**src/rtl/calc_op_sequencer_if.sv**
```systemverilog
// rtl/calc_op_sequencer_if.sv - request/result bundle between the calculator front-end and the arithmetic sequencer
interface calc_op_sequencer_if #(
   parameter int WIDTH = 20
);
   logic             start;
   logic             op;
   logic [WIDTH-1:0] a;
   logic [WIDTH-1:0] b;
   logic             clear;
   logic             busy;
   logic             done;
   logic [WIDTH-1:0] result;
   logic             ovf;

   modport master (
      output start, op, a, b, clear,
      input  busy, done, result, ovf
   );

   modport slave (
      input  start, op, a, b, clear,
      output busy, done, result, ovf
   );
endinterface

```
**src/rtl/calc_op_sequencer.sv**
```systemverilog
// rtl/calc_op_sequencer.sv - sequenced add / shift-add multiply engine with done pulse and overflow flag
module calc_op_sequencer #(
   parameter int WIDTH = 20,
   parameter int CNT_W = 5
) (
   input  logic                 clk,
   input  logic                 rst,
   calc_op_sequencer_if.slave   bus
);
   typedef enum logic [1:0] {IDLE, ADD, MUL} state_t;

   state_t               state;
   logic                 busy_q;
   logic                 done_q;
   logic                 ovf_q;
   logic [WIDTH-1:0]     result_q;
   logic [2*WIDTH-1:0]   acc;
   logic [2*WIDTH-1:0]   mcand;
   logic [WIDTH-1:0]     mplier;
   logic [CNT_W-1:0]     cnt;
   logic [2*WIDTH-1:0]   acc_next;
   logic [WIDTH:0]       sum;

   // mcand/mplier double as the latched operands for ADD, so no separate a/b holding registers
   always_comb begin
      acc_next = acc;
      if (mplier[0]) acc_next = acc + mcand;
      sum = {1'b0, mcand[WIDTH-1:0]} + {1'b0, mplier};
   end

   always_ff @(posedge clk or negedge rst) begin
      if (!rst) begin
         state    <= IDLE;
         busy_q   <= 1'b0;
         done_q   <= 1'b0;
         ovf_q    <= 1'b0;
         result_q <= '0;
         acc      <= '0;
         mcand    <= '0;
         mplier   <= '0;
         cnt      <= '0;
      end else begin
         done_q <= 1'b0;
         if (bus.clear) begin
            state    <= IDLE;
            busy_q   <= 1'b0;
            ovf_q    <= 1'b0;
            result_q <= '0;
         end else begin
            case (state)
               IDLE: begin
                  if (bus.start) begin
                     acc    <= '0;
                     mcand  <= {{WIDTH{1'b0}}, bus.a};
                     mplier <= bus.b;
                     cnt    <= '0;
                     busy_q <= 1'b1;
                     state  <= bus.op ? MUL : ADD;
                  end
               end
               ADD: begin
                  {ovf_q, result_q} <= sum;
                  done_q <= 1'b1;
                  busy_q <= 1'b0;
                  state  <= IDLE;
               end
               MUL: begin
                  acc    <= acc_next;
                  mcand  <= mcand << 1;
                  mplier <= mplier >> 1;
                  cnt    <= cnt + 1'b1;
                  // fixed WIDTH iterations; the last one is folded in through acc_next
                  if (cnt == CNT_W'(WIDTH - 1)) begin
                     result_q <= acc_next[WIDTH-1:0];
                     ovf_q    <= |acc_next[2*WIDTH-1:WIDTH];
                     done_q   <= 1'b1;
                     busy_q   <= 1'b0;
                     state    <= IDLE;
                  end
               end
               default: state <= IDLE;
            endcase
         end
      end
   end

   assign bus.busy   = busy_q;
   assign bus.done   = done_q;
   assign bus.result = result_q;
   assign bus.ovf    = ovf_q;
endmodule

```
**src/flat_wrapper.sv**
```systemverilog
// flat-port wrapper written by rule: the top's interface ports become plain ports
module calc_op_sequencer_flat 
#(
   parameter int WIDTH = 20,
   parameter int CNT_W = 5
)
  (clk, rst, bus_start, bus_op, bus_a, bus_b, bus_clear, bus_busy, bus_done, bus_result, bus_ovf);
  calc_op_sequencer_if #(.WIDTH(WIDTH)) bus_i ();
  input  logic clk;
  input  logic rst;
  input wire logic [$bits(bus_i.start)-1:0] bus_start;
  input wire logic [$bits(bus_i.op)-1:0] bus_op;
  input wire logic [$bits(bus_i.a)-1:0] bus_a;
  input wire logic [$bits(bus_i.b)-1:0] bus_b;
  input wire logic [$bits(bus_i.clear)-1:0] bus_clear;
  output wire logic [$bits(bus_i.busy)-1:0] bus_busy;
  output wire logic [$bits(bus_i.done)-1:0] bus_done;
  output wire logic [$bits(bus_i.result)-1:0] bus_result;
  output wire logic [$bits(bus_i.ovf)-1:0] bus_ovf;
  assign bus_i.start = bus_start;
  assign bus_i.op = bus_op;
  assign bus_i.a = bus_a;
  assign bus_i.b = bus_b;
  assign bus_i.clear = bus_clear;
  assign bus_busy = bus_i.busy;
  assign bus_done = bus_i.done;
  assign bus_result = bus_i.result;
  assign bus_ovf = bus_i.ovf;
  calc_op_sequencer #(.WIDTH(WIDTH), .CNT_W(CNT_W)) u_core (.clk(clk), .rst(rst), .bus(bus_i));
endmodule
```
**config.mk**
```make
export PLATFORM = sky130hd
export DESIGN_NAME = calc_op_sequencer_flat
export DESIGN_NICKNAME = d
export VERILOG_FILES = /design/src/rtl/calc_op_sequencer_if.sv /design/src/rtl/calc_op_sequencer.sv /design/src/flat_wrapper.sv
export SDC_FILE = /design/constraint.sdc
export NUM_CORES = 1
export LEC_CHECK = 0
export ABC_CLOCK_PERIOD_IN_PS = 2800
export BUFFER_PORTS_ARGS = -buffer_cell sky130_fd_sc_hd__buf_2
export CAP_MARGIN = 10
export CORE_MARGIN = 2
export CORE_UTILIZATION = 56
export CTS_CLUSTER_SIZE = 14
export DETAILED_ROUTE_END_ITERATION = 10
export MAX_ROUTING_LAYER = met4
export PLACE_DENSITY = 0.79
export SLEW_MARGIN = 20
export SYNTH_ARGS = -nofsm -noshare
export SYNTH_HDL_FRONTEND = slang
export SYNTH_SLANG_ARGS = --single-unit
```
**constraint.sdc**
```tcl
create_clock -name clk -period 2.8 [get_ports clk]
set_input_delay 0.14 -clock clk [delete_from_list [all_inputs] [get_ports clk]]
set_output_delay 0.14 -clock clk [all_outputs]
set_load 0.005 [all_outputs]
```
==> results of run 1 <==
==> cells in the final DEF (no fill, tap or decap), types with 8 or more instances in the layout <==
cell             n
mux2i_1         49
ha_4            10
nand4_1          9
o21ai_1         12
inv_1           26
nor3_1          16
xnor2_1         26
dlygate4sd3_1   11
a21oi_2         17
mux2_2           9
dfrtp_1        129
buf_4          210
a21oi_1         55
nand2_1        163
o211ai_1        13
nor2_1          65
clkbuf_16       17
xor2_1          13
buf_6           11
nand3_1         28
o31ai_1          8
nand2b_1        11
buf_2           66
a22o_1          37
o21ai_0         74
nor2b_1          9
ha_1            51
a21o_1          19
==> worst register-to-register path, stage by stage (launching register included) <==
cell and delay [ns]:
dfrtp_1 0.43, buf_4 0.16, buf_6 0.10, buf_4 0.14
ha_4 0.16, fa_2 0.38, a21oi_2 0.23, o21bai_2 0.12
a21oi_2 0.19, o21ai_2 0.09, a41o_1 0.25, a31o_2 0.28
a41oi_2 0.20, nor2_1 0.12, a311oi_2 0.21, buf_4 0.19
a31oi_1 0.04
==> metal layers <==
metal / track usage / routed length (um) / vias up
met4: 0.185 / 2260 / 0
met3: 0.0642 / 3610 / 257
li1: - / - / 4515
met1: 0.436 / 12800 / 4998
met2: 0.556 / 16200 / 846
met5: - / 0 / -
==> cell type report <==
class,instances,area (um2)
clock buffers,21,450
clock inverters,11,130
fillers,965,3710
inverters,26,97.6
multi-input cells,870,6470
flip-flops and latches,130,3250
well taps,220,275
repair buffers,301,2200
==> repair_timing <==
item | 4_1_cts | 5_1_grt
resized for setup | 74 | 56
buffers inserted | 17 | 10
setup endpoints to repair | 21 | 29
pin swaps | 33 | 37
hold buffers | 11 | 0
cloned | 0 | 0
hold endpoints to repair | 79 | 0
==> sequential cells by signal, summed over array words and instances (netlist names) <==
name / flops
u_core.bus.busy: 1
u_core.bus.result: 20
u_core.state: 2
u_core.bus.done: 1
u_core.cnt: 5
u_core.bus.ovf: 1
u_core.mplier: 20
u_core.mcand: 40
u_core.acc: 40
==> per-stage QoR <==
step	cell area (um2)	hold slack (ns)	cells
CTS	12500	0.000767	1569
global placement	11300	0.204	1510
floorplan	9530	-0.156	1091
global route	12900	0.00864	1579
detailed placement	11300	0.204	1510
finish	12900	-0.0106	1579
==> logic make-up after synthesis <==
kind of cell	synth area share
compound gates	0.246
xor+xnor	0.0405
fa+ha+maj	0.0871
buf+inv	0.0476
flops	0.342
mux	0.0646
simple gates	0.172
==> worst max path at each step <==
| stage | from | endpoint | slack (ns) | cells after the start |
|---|---|---|---|---|
| floorplan | u_core.mcand[0] | u_core.bus.ovf | -0.13 | 12 |
| global placement | u_core.mcand[0] | u_core.bus.ovf | -0.42 | 12 |
| CTS | u_core.acc[0] | u_core.bus.ovf | -0.42 | 13 |
| global route | u_core.mcand[0] | u_core.bus.ovf | -0.65 | 16 |
| finish | u_core.mcand[0] | u_core.bus.ovf | -0.61 | 16 |
| detailed placement | u_core.mcand[0] | u_core.bus.ovf | -0.50 | 12 |
==> power groups by stage <==
stage / combinational (mW) / clock [mW] / sequential [mW]
after floorplan: 1.55 / 0 / 2.34
after global placement: 2.40 / 0 / 2.35
after detailed placement: 2.47 / 0 / 2.36
after CTS: 2.76 / 2.24 / 2.34
after global routing: 3.47 / 2.34 / 2.39
final: 3.31 / 2.26 / 2.38
==> metrics.yaml, run 1 <==
timing:
  period_share: 1.22
  setup_tns_ns: -6.35
  fin_crit_ns: 3.41
  fmax_mhz: 293
  setup_ws_ns: -0.612
  timing.slew.headroom: 0.391
  setup_violations: 24
  hold_viol_final: 3
  slew_violations: 0
  tightest_slew_ns: 0.914
  holdWs_ns: -0.0106
  grt_setup_unrepaired: "true"
  skew_ns: 0.0230
placed_design:
  dpl.hpwl_mm: 19.6
  port_buffers: 67
  place.gp.congestion: 0.954
  pre_cts_ws_ns: -0.504
worst_hold_path:
  hold_class: "input port to register"
  hold_path.startpoint: "bus_b[7]"
  hold-path-endpoint: "u_core.mplier[7]"
  whs_path_depth: 3
grt:
  overflow: 0
  grt_pass1_wl_mm: 49.3
  grt_pass1_vias: 9869
  track_usage: 0.354
  antenna_found_initial: 0
  grt_max_degree: 98
worst_setup_path:
  cp-start-kind: "register"
  reg2reg_from: "u_core.mcand[0]"
  cp_data_arrival_time_ns: 3.72
  path_cells: "buf_4 -> buf_6 -> buf_4 -> ha_4 -> fa_2 -> a21oi_2 -> o21bai_2 -> a21oi_2 -> o21ai_2 -> a41o_1 -> a31o_2 -> a41oi_2 -> nor2_1 -> a311oi_2 -> buf_4 -> a31oi_1"
  path_buf_inv: 4
  cpMostUsedCell: "buf_4"
  crit_path_max_fanout: 2
  r2r_end: "u_core.bus.ovf"
  cp_top_family: "compound AO/OA/AOI/OAI gates"
  cp_slowest_cell: "dfrtp_1"
  slowest_delay_ns: 0.43
  rr_worst_depth: 16
  cp.required_ns: 3.11
  r2r_setup_slack_ns: -0.61
  end_kind: "register"
  critical_path_class: "register to register"
clock_tree:
  clockBufferDepth: 2
  cts_tree: "built"
  clkLatencyLatePin_ns: 0.45
  path_clk_slew_ns: 0.07
  numCtsBuffers: 17
  cts_root_buf: "clkbuf_16"
  clkSinkCount: 130
  htreeDepth: 4
synthesis:
  synth_edf_count: 0
  synth_nets: 1201
  ys_ff_latch: 130
  synth_area_leader_cell: "dfrtp_1"
  yosys_warnings: 0
  synth_area_leaders: "dfrtp_1, ha_1, nand2_1"
  yosysUniqueCellTypes: 78
  syn_area_mm2: 0.00951
  yosysMostFrequentCell: "nand2_1"
  avgSynthCellArea_um2: 8.72
  ys_async_sr_fraction: 1.00
  synth_commonest_cells: "nand2_1, dfrtp_1, o21ai_0"
  synth_top_area_frac: 0.342
  synth_ff_type: "dfrtp_1"
  ys_seq_area_frac: 0.342
  netlist_instances: 1091
die:
  coreArea_mm2: 0.0166
  die-height_um: 134
  chipWidth_um: 134
  placementRows: 47
  start_util: 0.574
  num_io_pins: 68
  die_area_mm2: 0.0180
detailed_routing:
  drtIter0Drc: 1336
  drc: 0
  wirelength_mm: 34.9
  drtPass1Iterations: 9
  wl_per_cell_um: 22.1
  route.vias.total: 10616
  drtAntennaViolNets: 0
  via_per_inst: 6.72
power_and_ir_drop:
  clock_power_share: 0.285
  switching_share: 0.383
  comb_power_share: 0.416
  p_sw_mw: 3.04
  finalPower_mw: 7.95
  seqPwrFrac: 0.299
  power.density_mw_per_mm2: 617
  p_leak_nw: 6.01
  power.internal_mw: 4.91
  ir_drop_mv: 0.524
final_layout:
  fin_util: 0.776
  layout.nets: 1456
  n_antenna_cell: 0
  layout-drive-gt1-share: 0.332
  syn2layout_area_growth_pct: 35.3
status:
  run_status: "complete, but fails checks"
  violations: "negative hold slack, negative setup slack"
job:
  max-cap-violations: 0
Power figures use the tool's default switching activity.
==> inputs of run 2 (changes only) <==
--- a/config.mk
+++ b/config.mk
@@ -8,12 +8,13 @@
 export ABC_CLOCK_PERIOD_IN_PS = 2800
 export BUFFER_PORTS_ARGS = -buffer_cell sky130_fd_sc_hd__buf_2
 export CAP_MARGIN = 10
-export CORE_MARGIN = 2
+export CORE_MARGIN = 10
 export CORE_UTILIZATION = 56
 export CTS_CLUSTER_SIZE = 14
 export DETAILED_ROUTE_END_ITERATION = 10
 export MAX_ROUTING_LAYER = met4
 export PLACE_DENSITY = 0.79
+export REMOVE_ABC_BUFFERS = 1
 export SLEW_MARGIN = 20
 export SYNTH_ARGS = -nofsm -noshare
 export SYNTH_HDL_FRONTEND = slang
==> metrics.yaml, run 2 (synthesis gave the netlist of run 1 again) <==
grt:
  grt_pass1_vias: 10841
  overflow: 0
  track_usage: 0.314
  antenna_found_initial: 0
  grt_pass1_wl_mm: 55.3
  grt_max_degree: 84
final_layout:
  n_antenna_cell: 0
  layout-drive-gt1-share: 0.392
  seqCellArea_mm2: 0.00326
  layout.nets: 1513
  top_regs: "u_core.acc: 40 flops, u_core.mcand: 40 flops"
  mostFrequentLayoutCells: "buf_4, nand2_1, dfrtp_1, buf_2, o21ai_0"
  multiInputGateArea_mm2: 0.00695
  final_cell_count_no_fill: 1635
  final_common_cell: "buf_4"
  finalInstanceArea_mm2: 0.0139
  syn2layout_area_growth_pct: 45.8
  n_fill_cell: 803
worst_setup_path:
  rr_worst_depth: 12
  reg2reg_from: "u_core.acc[0]"
  critical_path_class: "register to register"
  cp_slowest_cell: "dfrtp_1"
  r2r_setup_slack_ns: -0.65
  critPathLaunch: "u_core.acc[0]"
  path_buf_inv: 0
  path_cells: "ha_2 -> fa_2 -> a211oi_4 -> o21ai_4 -> a221oi_4 -> nor3_4 -> or2_4 -> and3_4 -> a211oi_4 -> nand4_1 -> nor4_2 -> a31oi_1"
  crit_path_max_fanout: 3
  crit_cells: 12
  r2r_end: "u_core.bus.ovf"
  slowest_delay_ns: 0.41
  end_kind: "register"
  cp-start-kind: "register"
  cp_top_family: "compound AO/OA/AOI/OAI gates"
  crit_path_end: "u_core.bus.ovf"
  cp_data_arrival_time_ns: 3.77
  cpMostUsedCell: "a211oi_4"
  cp.required_ns: 3.11
detailed_routing:
  wl_met2_mm: 19.1
  drtIter0Drc: 1648
  via_per_inst: 6.87
  wl_per_cell_um: 25.5
  route.met3.wl_mm: 4.34
  drtAntennaViolNets: 0
  drtPass1Iterations: 7
  route.vias.total: 11231
  wirelength_mm: 41.7
  met1_length_mm: 14.5
  drc: 0
  top_layer: "met4"
placed_design:
  port_buffers: 67
  pre_cts_ws_ns: -0.687
  place.gp.congestion: 1.03
  place_area_mm2: 0.0116
  dpl.hpwl_mm: 21.0
  placed_cells: 1550
timing:
  setup_tns_ns: -7.28
  setup_violations: 38
  fin_crit_ns: 3.45
  period_share: 1.23
  skew_ns: 0.0169
  slew_violations: 0
  grt_setup_unrepaired: "true"
  timing.slew.headroom: 0.365
  holdWs_ns: -0.00933
  hold_viol_final: 3
  tightest_slew_ns: 0.952
  fmax_mhz: 290
  setup_ws_ns: -0.654
die:
  die_area_mm2: 0.0226
  num_io_pins: 68
  start_util: 0.572
  coreArea_mm2: 0.0166
  placementRows: 47
  die-height_um: 150
  chipWidth_um: 150
clock_tree:
  clockBufferDepth: 2
  clkSinkCount: 130
  htreeDepth: 4
  path_clk_slew_ns: 0.07
  numCtsBuffers: 17
  cts_tree: "built"
  clkLatencyLatePin_ns: 0.45
  cts_root_buf: "clkbuf_16"
power_and_ir_drop:
  power.density_mw_per_mm2: 606
  ir_drop_mv: 0.620
  p_leak_nw: 6.50
status:
  violations: "negative hold slack, negative setup slack"
  run_status: "complete, but fails checks"
worst_hold_path:
  hold_class: "input port to register"
job:
  max-cap-violations: 0
-- run 2: through the flow --
stage                     utilization  power [mW]
after global placement          0.697        4.82
after detailed placement        0.697        4.90
after CTS                       0.793        7.48
after global routing            0.833        8.61
after floorplan                     -        3.82
final                           0.833        8.41
-- run 2: repair_timing --
item / in CTS / in global routing
hold endpoints to repair: 80 / 0
gates resized for setup: 132 / 119
setup buffers: 24 / 32
pin swaps: 67 / 77
hold buffers: 16 / 0
endpoints found under the setup margin: 24 / 37
-- run 2: power by group --
part	switching, mW	internal, mW
combinational	2.13	1.59
clock	0.952	1.32
sequential	0.278	2.14
-- run 2: tightest hold or removal path: cells and delay by family --
| family | cells | cell delay (ns) |
|---|---|---|
| multiplexers | 1 | 0.05 |
| buffers and inverters | 1 | 0.08 |
| AO/OA/AOI/OAI | 1 | 0.13 |
-- run 2: worst min path at each step --
stage              start                to  cells after the start
5_1_grt         bus_a[2]   u_core.mcand[2]                      3
6_report       bus_a[11]  u_core.mcand[11]                      3
2_1_floorplan        rst     u_core.acc[0]                      0
4_1_cts        bus_a[11]  u_core.mcand[11]                      3
3_3_place_gp         rst     u_core.cnt[2]                      1
3_5_place_dp         rst     u_core.cnt[0]                      1
-- run 2: per-layer routing --
metal	global-route usage	vias up
li1	-	4619
met4	0.188	0
met1	0.350	5309
met2	0.513	945
met3	0.0609	358
met5	-	-
-- run 2: area by class of cell --
cell class,instances,share of cell area
multi-input cells,870,0.501
clock inverters,10,0.00722
repair buffers,358,0.195
flip-flops and latches,130,0.235
well taps,220,0.0199
inverters,26,0.00704
clock buffers,21,0.0347
==> inputs of run 3 (changes only) <==
--- a/config.mk
+++ b/config.mk
@@ -5,15 +5,15 @@
 export SDC_FILE = /design/constraint.sdc
 export NUM_CORES = 1
 export LEC_CHECK = 0
-export ABC_CLOCK_PERIOD_IN_PS = 2800
+export ABC_CLOCK_PERIOD_IN_PS = 3400
 export BUFFER_PORTS_ARGS = -buffer_cell sky130_fd_sc_hd__buf_2
 export CAP_MARGIN = 10
 export CORE_MARGIN = 10
-export CORE_UTILIZATION = 56
+export CORE_UTILIZATION = 62
 export CTS_CLUSTER_SIZE = 14
 export DETAILED_ROUTE_END_ITERATION = 10
 export MAX_ROUTING_LAYER = met4
-export PLACE_DENSITY = 0.79
+export PLACE_DENSITY = 0.83
 export REMOVE_ABC_BUFFERS = 1
 export SLEW_MARGIN = 20
 export SYNTH_ARGS = -nofsm -noshare
==> constraint.sdc (replaced) <==
create_clock -name clk -period 3.4 [get_ports clk]
set_input_delay 0.17 -clock clk [delete_from_list [all_inputs] [get_ports clk]]
set_output_delay 0.17 -clock clk [all_outputs]
set_load 0.005 [all_outputs]
==> metrics.yaml, run 3 (synthesis gave the netlist of run 1 again) <==
status:
  run_status: "completed"
clock_tree:
  htreeDepth: 4
  numCtsBuffers: 17
  cts_root_buf: "clkbuf_16"
  clockBufferDepth: 2
  clkLatencyLatePin_ns: 0.43
  clkSinkCount: 130
  cts_tree: "built"
  path_clk_slew_ns: 0.06
die:
  die-height_um: 144
  placementRows: 45
  start_util: 0.628
  num_io_pins: 68
  chipWidth_um: 144
  coreArea_mm2: 0.0151
  die_area_mm2: 0.0207
final_layout:
  syn2layout_area_growth_pct: 16.5
  final_cell_count_no_fill: 1386
  multiInputGateArea_mm2: 0.00597
  n_antenna_cell: 0
  finalInstanceArea_mm2: 0.0111
  n_fill_cell: 1088
  top_regs: "u_core.acc: 40 flops, u_core.mcand: 40 flops"
  layout-drive-gt1-share: 0.198
  layout.nets: 1295
  mostFrequentLayoutCells: "nand2_1, dfrtp_1, o21ai_0, buf_4, buf_2"
  seqCellArea_mm2: 0.00325
  final_common_cell: "nand2_1"
detailed_routing:
  wirelength_mm: 26.0
  drtIter0Drc: 743
  drtPass1Iterations: 6
  via_per_inst: 6.38
  wl_per_cell_um: 18.8
  route.vias.total: 8844
  drc: 0
  drtAntennaViolNets: 0
placed_design:
  placed_cells: 1348
  dpl.hpwl_mm: 18.1
  place.gp.congestion: 0.990
  port_buffers: 67
  place_area_mm2: 0.0103
grt:
  use_met1: 0.325
  use_met2: 0.427
  grt_pass1_vias: 8855
  antenna_found_initial: 0
  grt_pass1_wl_mm: 43.4
  track_usage: 0.266
  grt_max_degree: 81
  grt_busiest_layer: "met2"
  overflow: 0
  grtUsageMet3: 0.0531
worst_setup_path:
  path_cells: "buf_4 -> ha_1 -> fa_1 -> a21oi_2 -> o21bai_1 -> a21oi_2 -> o21ai_0 -> a41o_1 -> a31o_2 -> a41oi_2 -> nor2_1 -> a311oi_2 -> buf_4 -> a31oi_1"
  cp.required_ns: 3.70
  critical_path_class: "register to register"
  cp-start-kind: "register"
  end_kind: "register"
  crit_path_max_fanout: 3
  cp_slowest_cell: "fa_1"
  slowest_delay_ns: 0.43
  cp_data_arrival_time_ns: 3.64
  cp_top_family: "compound AO/OA/AOI/OAI gates"
  path_buf_inv: 2
timing:
  fmax_mhz: 299
  fin_crit_ns: 3.34
  skew_ns: 0.0113
  grt_setup_unrepaired: "true"
  period_share: 0.983
  hold_viol_final: 0
  tightest_slew_ns: 0.839
  slew_violations: 0
  timing.slew.headroom: 0.441
  setup_violations: 0
  holdWs_ns: 0.0147
  setup_tns_ns: 0
power_and_ir_drop:
  ir_drop_mv: 0.439
  p_leak_nw: 5.10
  finalPower_mw: 5.80
  power.density_mw_per_mm2: 524
worst_hold_path:
  hold_class: "input port to register"
job:
  max-cap-violations: 0
run 3: per-stage QoR:
step / worst slack (ns) / utilization
after CTS: 0.00981 / 0.722
after global placement: -0.0663 / 0.679
after global routing: -0.0682 / 0.731
after floorplan: -2.62 / -
final: 0.0585 / 0.731
after detailed placement: -0.0850 / 0.679
run 3: worst min-delay path, stage by stage:
cell,delay [ns]
buf_2,0.09
a22oi_1,0.06
nor2_1,0.08
run 3: power by group:
part | total (mW) | leakage (nW) | internal [mW] | switching (mW)
clock | 1.88 | 0.291 | 1.13 | 0.747
sequential | 1.96 | 1.73 | 1.76 | 0.197
combinational | 1.97 | 3.07 | 0.851 | 1.12
total | 5.80 | 5.10 | 3.74 | 2.06
run 3: cell type report:
type                    instances  share of cell area
clock buffers                  19              0.0409
inverters                      26             0.00881
well taps                     188              0.0212
multi-input cells             870               0.539
repair buffers                140              0.0832
clock inverters                13              0.0132
flip-flops and latches        130               0.294
run 3: path summary, 6_finish.rpt:
kind	startpoint	endpoint	slack, ns	depth (start not counted)
max	u_core.mcand[0]	u_core.bus.ovf	0.06	14
min	bus_op	u_core.state[1]	0.01	3
max reg2reg	u_core.mcand[0]	u_core.bus.ovf	0.06	14
min reg2reg	u_core.bus.result[2]	u_core.bus.result[2]	0.48	2
max in group asynchronous	rst	u_core.mcand[38]	2.34	3
min in group asynchronous	rst	u_core.bus.done	0.33	2
run 3: metal layers:
metal,up-vias,part of all wire
met5,-,0
met4,0,0.031
met3,62,0.059
met2,338,0.48
met1,4256,0.43
li1,4188,-
run 3: timing repair:
action                                  CTS  global route
hold buffers                              3             0
buffers inserted                          0             3
endpoints found under the setup margin    1             7
endpoints found under the hold margin    81             0
pin swaps                                 1            11
resized for setup                         3            24
